File: src/rtl/mem_loader.sv
// rtl/mem_loader.sv - loads a host byte stream into word memory, then releases the cpu to run it
// Owns the single memory port: loader writes while loading, cpu passes through while running.
module mem_loader #(
    parameter int ADDR_W    = 14,
    parameter int LEN_W     = 16,
    parameter int BASE_ADDR = 0
) (
    input  logic              i_clk,
    input  logic              i_rst,
    input  logic              i_start,
    input  logic [LEN_W-1:0]  i_length,
    input  logic              i_data_valid,
    input  logic [7:0]        i_data,
    output logic              o_data_ready,
    output logic              o_cpu_rst,
    output logic              o_cpu_enable,
    input  logic              i_cpu_mem_write_en,
    input  logic [ADDR_W-1:0] i_cpu_mem_addr,
    input  logic [31:0]       i_cpu_mem_data,
    input  logic              i_cpu_halted,
    output logic              o_mem_write_en,
    output logic [ADDR_W-1:0] o_mem_addr,
    output logic [31:0]       o_mem_data,
    output logic              o_busy,
    output logic              o_done
);

    typedef enum logic [2:0] {
        S_IDLE  = 3'd0,
        S_RECV  = 3'd1,
        S_WRITE = 3'd2,
        S_RUN   = 3'd3,
        S_DONE  = 3'd4
    } state_t;

    state_t             state_q, state_d;
    logic [ADDR_W-1:0]  addr_q, addr_d;
    logic [LEN_W-1:0]   rem_q, rem_d;
    logic [1:0]         lane_q, lane_d;
    logic [31:0]        buf_q, buf_d;
    logic               ld_we_q, ld_we_d;
    logic [ADDR_W-1:0]  ld_addr_q, ld_addr_d;
    logic [31:0]        ld_data_q, ld_data_d;
    logic               data_ready_q, cpu_rst_q, cpu_enable_q, busy_q, done_q;

    always_comb begin
        state_d   = state_q;
        addr_d    = addr_q;
        rem_d     = rem_q;
        lane_d    = lane_q;
        buf_d     = buf_q;
        ld_we_d   = 1'b0;
        ld_addr_d = '0;
        ld_data_d = '0;
        case (state_q)
            S_IDLE, S_DONE: begin
                if (i_start) begin
                    addr_d  = ADDR_W'(BASE_ADDR);
                    rem_d   = i_length;
                    lane_d  = 2'd0;
                    buf_d   = '0;
                    state_d = (i_length != '0) ? S_RECV : S_RUN;
                end
            end
            S_RECV: begin
                if (i_data_valid) begin
                    buf_d[{lane_q, 3'b000} +: 8] = i_data;
                    rem_d  = rem_q - LEN_W'(1);
                    lane_d = lane_q + 2'd1;
                    // The write registers are loaded here so they line up with the WRITE state.
                    if (lane_q == 2'd3 || rem_q == LEN_W'(1)) begin
                        state_d   = S_WRITE;
                        ld_we_d   = 1'b1;
                        ld_addr_d = addr_q;
                        ld_data_d = buf_d;
                    end
                end
            end
            S_WRITE: begin
                addr_d  = addr_q + ADDR_W'(4);
                buf_d   = '0;
                lane_d  = 2'd0;
                state_d = (rem_q == '0) ? S_RUN : S_RECV;
            end
            S_RUN: begin
                if (i_cpu_halted) begin
                    state_d = S_DONE;
                end
            end
            default: state_d = S_IDLE;
        endcase
    end

    always_ff @(posedge i_clk) begin
        if (i_rst) begin
            state_q      <= S_IDLE;
            addr_q       <= '0;
            rem_q        <= '0;
            lane_q       <= '0;
            buf_q        <= '0;
            ld_we_q      <= 1'b0;
            ld_addr_q    <= '0;
            ld_data_q    <= '0;
            data_ready_q <= 1'b0;
            cpu_rst_q    <= 1'b1;
            cpu_enable_q <= 1'b0;
            busy_q       <= 1'b0;
            done_q       <= 1'b0;
        end else begin
            state_q      <= state_d;
            addr_q       <= addr_d;
            rem_q        <= rem_d;
            lane_q       <= lane_d;
            buf_q        <= buf_d;
            ld_we_q      <= ld_we_d;
            ld_addr_q    <= ld_addr_d;
            ld_data_q    <= ld_data_d;
            data_ready_q <= (state_d == S_RECV);
            cpu_rst_q    <= (state_d != S_RUN);
            cpu_enable_q <= (state_d == S_RUN);
            busy_q       <= (state_d == S_RECV) || (state_d == S_WRITE);
            done_q       <= (state_d == S_DONE);
        end
    end

    // cpu outputs are already registered, so the pass-through mux adds no read latency.
    assign o_mem_write_en = cpu_enable_q ? i_cpu_mem_write_en : ld_we_q;
    assign o_mem_addr     = cpu_enable_q ? i_cpu_mem_addr     : ld_addr_q;
    assign o_mem_data     = cpu_enable_q ? i_cpu_mem_data     : ld_data_q;

    assign o_data_ready = data_ready_q;
    assign o_cpu_rst    = cpu_rst_q;
    assign o_cpu_enable = cpu_enable_q;
    assign o_busy       = busy_q;
    assign o_done       = done_q;

endmodule
File: config.mk
export PLATFORM = sky130hd
export DESIGN_NAME = mem_loader
export DESIGN_NICKNAME = d
export VERILOG_FILES = /design/src/rtl/mem_loader.sv
export SDC_FILE = /design/constraint.sdc
export NUM_CORES = 1
export LEC_CHECK = 0
export ABC_AREA = 1
export CORE_MARGIN = 1.5
export CORE_UTILIZATION = 25
export DETAILED_ROUTE_END_ITERATION = 10
export PLACE_DENSITY_LB_ADDON = 0.08
export SETUP_SLACK_MARGIN = 0.05
export SYNTH_ARGS = -nofsm -noshare
export SYNTH_HDL_FRONTEND = slang
export SYNTH_SLANG_ARGS = --single-unit
File: constraint.sdc
create_clock -name i_clk -period 3.3 [get_ports i_clk]
set_input_delay 0.66 -clock i_clk [delete_from_list [all_inputs] [get_ports i_clk]]
set_output_delay 0.66 -clock i_clk [all_outputs]
set_load 0.01 [all_outputs]
-- After elaboration in Yosys (flattened, before gate mapping)
Cells that the tools add are included.
- shift operators: 2
- bitwise gates (word level): 3
- reduce and logical (&&, ||, !) cells: 14
- add/subtract/negate cells: 4
- mux-type cells: 23
- eq/ne operators: 13
- operators by type and width (operator ; number):
    $mux W32 ; 3
    $pmux W32 S3 ; 1
    $bwmux W32 ; 1
    $mux W16 ; 2
    $pmux W16 S2 ; 1
    $shift A8 B7 Y32 const A ; 1
    $shiftx A8 B7 Y32 ; 1
    $mux W14 ; 2
    $pmux W14 S2 ; 1
    $eq A16 B1 Y1 const B ; 1
    $logic_not A16 Y1 ; 1
    $reduce_bool A16 Y1 ; 1
    $sub A16 B1 Y16 const B ; 1
    $add A14 B3 Y14 const B ; 1
    $eq A3 B2 Y1 const B ; 4
    $mux W3 ; 4
    $pmux W3 S4 ; 1
    $mux W2 ; 4
    $neg A5 Y7 ; 1
    $eq A3 B1 Y1 const B ; 2
    $eq A3 B3 Y1 const B ; 2
    $pmux W2 S3 ; 1
    $reduce_and A3 Y1 ; 2
    $ne A2 B2 Y1 const B ; 2
    other kinds (13) ; 18
- input bits: 76
- flip-flop bits (word level): 119
- output and inout bits: 52
- logic and storage cells: 72

-- Depth between registers and ports, before layout
Gate-level depths: netlist of run 1.
- word-level depth: 7
- gate-level depth with buffers: 11
- depth with buffers taken out: 11

-- Worst setup path before layout of run 1
No wires, ideal clock.
- kind: register to output
- from: register cpu_enable_q (netlist: o_cpu_enable)
- to: output port o_mem_data[10]
- path buffers: 2
- slack: 1307 ps
- stages on the path, launching flop included: 4
- arrival: 1333 ps
- data required time: 2640 ps
- path through: dfxtp_1 > clkbuf_1 > buf_2 > mux2_2
- word-level cells in the longest chain between the ends: 1
- ends and longest elaborated chain (what ; RTL line ; text):
    start, declared ; 44 ; logic data_ready_q, cpu_rst_q, cpu_enable_q, busy_q, done_q;
    start signal, assigned ; 120 ; cpu_enable_q <= (state_d == S_RUN);
    $mux W32 ; 129 ; assign o_mem_data = cpu_enable_q ? i_cpu_mem_data : ld_data_q;
    end, declared ; 23 ; output logic [31:0] o_mem_data,
Every way passes these cells.

-- Final worst setup path of run 1
- from: register cpu_enable_q (netlist: o_cpu_enable)
- to: output port o_mem_data[22]
Same word-level chain as after synthesis.

==> results of run 1 <==
[final cells by class]
class                           count  area (µm²)
Timing Repair Buffer              131        1310
Clock buffer                       24         492
Inverter                          102         388
Fill cell                        2407       14800
Multi-Input combinational cell    525        2870
Sequential cell                   115        2300
Tap cell                          285         357
Clock inverter                      8         146
[per-stage QoR]
step / std cells / util / hold WS, ps / power [mW] / worst slack, ps
2_1_floorplan: 776 / - / 430 / 1.85 / 1310
3_3_place_gp: 1158 / 0.319 / 455 / 2.05 / 842
4_1_cts: 1190 / 0.347 / 465 / 4.08 / 557
6_report: 1190 / 0.347 / 465 / 4.02 / 605
3_5_place_dp: 1158 / 0.319 / 457 / 2.05 / 843
5_1_grt: 1190 / 0.347 / 483 / 4.22 / 497
[worst max-delay path, stage by stage, from the launching register on]
cell and delay (ps):
dfxtp_2 460, buf_12 280, mux2_2 370, clkdlybuf4s50_1 480
[registers in the layout (all words and copies together) (netlist names)]
signal,cells
buf_q,32
o_busy,1
o_done,1
o_data_ready,1
o_cpu_enable,1
addr_q,12
state_q,3
lane_q,2
o_cpu_rst,1
ld_data_q,32
ld_addr_q,12
rem_q,16
ld_we_q,1
[routing by layer]
metal  vias up  part of all wire
met1      2413              0.52
met3        16             0.035
li1       2733                 -
met5         -                 0
met4         0             0.014
met2       107              0.44
[cell families after synthesis]
| kind of cell | Yosys count | synth area share |
|---|---|---|
| and+or+nand+nor | 340 | 0.262 |
| buffers and inverters | 136 | 0.104 |
| AOI/OAI and AO/OA | 129 | 0.124 |
| DFF | 115 | 0.399 |
| muxes | 45 | 0.0878 |
| adders and majority gates | 10 | 0.0217 |
| xor gates and xnor gates | 1 | 0.00152 |
[power by group through the flow]
stage                     Sequential (mW)  Combinational, mW  Clock, mW
after detailed placement             1.49              0.561          0
after CTS                            1.46              0.565       2.05
final                                1.46              0.558       2.00
after floorplan                      1.48              0.374          0
after global routing                 1.46              0.628       2.13
after global placement               1.49              0.564          0
[cell usage after synthesis]
cell type	instances	area, µm²
o21ai_0	32	160
o22ai_1	13	81.3
dfxtp_1	115	2300
ha_1	10	125
a21oi_1	64	320
buf_6	8	90.1
nand3_1	41	205
nor2_8	1	20.0
clkbuf_1	14	52.6
buf_2	9	45.0
nor2_1	108	405
o221ai_1	1	8.76
mux2_2	45	507
nand2_1	138	518
nand3b_1	5	37.5
or2_2	5	31.3
clkinv_1	1	3.75
nor3_1	12	60.1
buf_4	3	22.5
inv_1	94	353
inv_4	2	12.5
o221a_2	1	11.3
nand2_2	1	6.26
a211oi_1	3	22.5
a22oi_1	14	105
inv_2	5	18.8
nor3_2	1	10.0
nand2_4	4	45.0
nor2_2	13	81.3
nand3_4	1	17.5
xor2_1	1	8.76
a21oi_2	1	8.76
nand3_2	1	10.0
nor2_4	2	22.5
nor2b_1	1	6.26
nand4_1	6	37.5
[path summary, 6_finish.rpt]
| check | start | end | slack (ps) |
|---|---|---|---|
| worst max-delay path | o_cpu_enable$_SDFF_PP0_ | o_mem_data[22] | 610 |
| worst min-delay path | buf_q[20]$_SDFFE_PP0P_ | buf_q[20]$_SDFFE_PP0P_ | 460 |
| worst max register to register | state_q[1]$_SDFF_PP0_ | buf_q[6]$_SDFFE_PP0P_ | 970 |
| worst min register to register | buf_q[20]$_SDFFE_PP0P_ | buf_q[20]$_SDFFE_PP0P_ | 460 |
==> results.yml, run 1 <==
sta:
  clock_skew_ps: 6.18
  relSlewSlack: 0.559
  period_needed_ps: 2690
  final.setup.tns_ps: 0
  tightestPinTransition_ps: 661
  setup_viol: 0
  max_freq_mhz: 371
  period_share: 0.817
  hold_viol: 0
  grt_setup_unrepaired: "false"
  final_max_slew_viol_count: 0
clocking:
  postCtsHoldBufs: 0
  clockBufferDepth: 2
  cts_tree: "yes"
  ctsRootBufferMaster: "clkbuf_16"
  cts_setup_buffers: 0
  cts-htree-levels: 4
  clk_latency_ps: 410
  post_cts_resized: 0
  clk_pin_slew_ps: 60
  cts.sinks: 115
  cts_buffers: 17
min_path:
  worstHoldPathCells: 2
  hp-class: "register to register"
critical_path:
  critPathKind: "register to output pin"
  rr_worst_depth: 9
  critical_path.endpoint_type: "output pin"
  crit_required_ps: 2640
  cp.arrival_ps: 2030
  setup.worst_path.start_class: "register"
  cp_max_fo: 41
layout:
  layout_commonest_cell: "nand2_1"
  nets: 978
  mostFrequentLayoutCells: "138 x nand2_1, 126 x clkdlybuf4s50_1, 114 x dfxtp_1, 108 x nor2_1, 94 x inv_1"
  fin_area_mm2: 0.00787
  syn_to_final_growth_pct: 36.3
  drive_gt1_frac: 0.130
  antenna_cells: 0
placed_design:
  placed_area_mm2: 0.00723
  dp_hpwl_um: 11200
  port_buffers: 127
  gp_congestion: 0.758
drt:
  drt_iter0_drc: 266
  vias_per_cell: 4.43
  ant_nets: 0
  wl_per_cell_um: 13.8
  vias: 5269
  wl_um: 16500
  drc_errors: 0
  dr.pass1.iters: 5
floorplan:
  start_util: 0.255
  die_area_mm2: 0.0240
  die_h_um: 155
  row_count: 55
  pin_count: 128
  core_area_mm2: 0.0226
  chipWidth_um: 155
synthesis:
  synth_cells: 776
  syn_area_per_cell_um2: 7.44
  synthesis.nets: 862
  synth_cell_types: 36
  ys_seq_elements: 115
  yosysWarnings: 0
  netlist_area_mm2: 0.00577
  ys_seq_area_frac: 0.399
global_route:
  use_met3: 0.0262
  met1_usage: 0.192
  antenna_found_initial: 0
  grt_use_total: 0.140
  overflow: 0
  grt_pass1_wl_um: 26600
  gr-usage-met2: 0.218
  grt_max_degree: 54
  grt_pass1_vias: 5111
  gr-max-usage-layer: "met2"
pwr:
  max-vdd-ir-drop_uv: 234
  p_clk_frac: 0.499
  p_leak_nw: 2.96
  p_per_area_mw_per_mm2: 511
  sw_frac_of_total: 0.260
  switchingPower_mw: 1.04
  combPwrFrac: 0.139
  p_seq_frac: 0.363
  p_int_mw: 2.98
status:
  outcome: "finished clean"
run:
  maxCapViolations: 0
Note: power is estimated with default switching activity, not from simulation.
==> inputs of run 2 (changes only) <==
==> constraint.sdc (replaced) <==
create_clock -name i_clk -period 2.6 [get_ports i_clk]
set_input_delay 0.52 -clock i_clk [delete_from_list [all_inputs] [get_ports i_clk]]
set_output_delay 0.52 -clock i_clk [all_outputs]
set_load 0.01 [all_outputs]
==> run 2 against run 1 <==
Effect of this change: routed wire length rose by 0.35%; cell area up 0.81%; sequential power rose by 27%; die area unchanged; count of clock-buffer cells in the layout shrank 1.
==> results.yml, run 2 (synthesis gave the netlist of run 1 again) <==
status:
  outcome: "finished clean"
drt:
  wl_per_cell_um: 13.8
  drt_iter0_drc: 336
  ant_nets: 0
  vias: 5334
  vias_per_cell: 4.44
  wl_um: 16500
  dr.pass1.iters: 4
  drc_errors: 0
layout:
  reg_top3: "buf_q: 32 flops, ld_data_q: 32 flops, rem_q: 16 flops"
  nets: 989
  syn_to_final_growth_pct: 37.4
  layout_commonest_cell: "nand2_1"
  regArea_mm2: 0.00231
  antenna_cells: 0
  multi_input_area_mm2: 0.00287
  mostFrequentLayoutCells: "138 x nand2_1, 126 x clkdlybuf4s50_1, 114 x dfxtp_1, 108 x nor2_1, 94 x inv_1"
  drive_gt1_frac: 0.141
  fin_area_mm2: 0.00793
  fill_cells: 2430
pwr:
  max-vdd-ir-drop_uv: 345
  p_leak_nw: 3.00
  p_per_area_mw_per_mm2: 630
floorplan:
  start_util: 0.255
  pin_count: 128
  row_count: 55
  core_area_mm2: 0.0226
  chipWidth_um: 155
  die_area_mm2: 0.0240
  die_h_um: 155
critical_path:
  rrSetupSlack_ps: 640
  crit_path_start: "o_cpu_enable$_SDFF_PP0_"
  cp_max_fo: 31
  cp.arrival_ps: 1930
  rr_worst_depth: 7
  setup.worst_path.start_class: "register"
  timing.rr.start: "lane_q[1]$_SDFFE_PP0P_"
  crit_required_ps: 2080
  regToRegEndpoint: "buf_q[8]$_SDFFE_PP0P_"
  critPathKind: "register to output pin"
  critical_path.endpoint_type: "output pin"
sta:
  final_max_slew_viol_count: 0
  tightestPinTransition_ps: 662
  setup_viol: 0
  finalHoldWorstSlack_ps: 464
  period_needed_ps: 2450
  hold_viol: 0
  max_freq_mhz: 408
  grt_setup_unrepaired: "false"
  period_share: 0.944
  relSlewSlack: 0.558
  clock_skew_ps: 7.73
  final.setup.tns_ps: 0
global_route:
  overflow: 0
  grt_pass1_wl_um: 26700
  grt_max_degree: 54
  grt_use_total: 0.142
  grt_pass1_vias: 5064
  antenna_found_initial: 0
clocking:
  cts-htree-levels: 4
  clk_latency_ps: 420
  cts_setup_buffers: 0
  cts_tree: "yes"
  clockBufferDepth: 2
  cts.sinks: 115
  cts_buffers: 17
  ctsRootBufferMaster: "clkbuf_16"
  clk_pin_slew_ps: 50
placed_design:
  dp_hpwl_um: 11400
  port_buffers: 127
  placed_area_mm2: 0.00732
  gp_congestion: 0.771
min_path:
  worstHoldPathCells: 2
  hp-class: "register to register"
  whs_endpoint: "ld_addr_q[8]$_SDFF_PP0_"
  hold_path_startpoint: "addr_q[8]$_SDFFE_PP0P_"
run:
  maxCapViolations: 0
==> run 2: cell count changes in the layout (fill, tap and decap cells not counted), sizes merged <==
cell    delta
buf       +11
clkinv     +2
clkbuf     -1
bufinv     -1
==> run 2: metal layers <==
| layer | track usage | up-vias | wire, µm |
|---|---|---|---|
| met2 | 0.216 | 104 | 7300 |
| met1 | 0.198 | 2453 | 8350 |
| met5 | 0 | - | 0 |
| met4 | 0.0426 | 0 | 171 |
| li1 | - | 2763 | - |
| met3 | 0.0334 | 14 | 700 |
==> run 2: power by group <==
group	total, mW	internal [mW]	leakage (nW)	switching [mW]
clock	2.41	1.58	0.297	0.834
sequential	1.85	1.81	0.931	0.0398
combinational	0.738	0.284	1.77	0.454
==> run 2: final cells by class <==
class                      count  share of cell area
inverter                     102              0.0489
clock inverter                 9              0.0159
clock buffer                  23              0.0603
timing repair buffer         142               0.177
sequential                   115               0.291
tap                          285              0.0450
multi-input combinational    525               0.362
==> run 2: repair_timing <==
| action | in CTS | in global routing |
|---|---|---|
| resized for setup | 1 | 0 |
| setup endpoints to repair | 24 | 0 |
| hold buffers | 0 | 0 |
==> run 2: worst max-delay path by stage <==
stage,end,slack (ps),cells after the start
final,o_mem_data[22],150,3
after global routing,o_mem_data[25],50,3
after CTS,o_mem_data[25],110,3
after detailed placement,o_mem_data[25],390,3
after global placement,o_mem_data[25],420,3
after floorplan,o_mem_data[10],750,3
==> run 2: critical path, cell delays in order, from the launching register on <==
cell and delay (ps):
dfxtp_4 430, buf_12 220, mux2_2 350, clkdlybuf4s50_1 480
==> run 2: stage by stage <==
stage                     worst slack (ps)  std cells  utilization  total power [mW]
after floorplan                        747        776            -              2.35
after global placement                 422       1169        0.324              2.63
after detailed placement               393       1169        0.324              2.63
after CTS                              113       1201        0.350              5.08
after global routing                  52.7       1201        0.350              5.25
final                                  147       1201        0.350              5.00
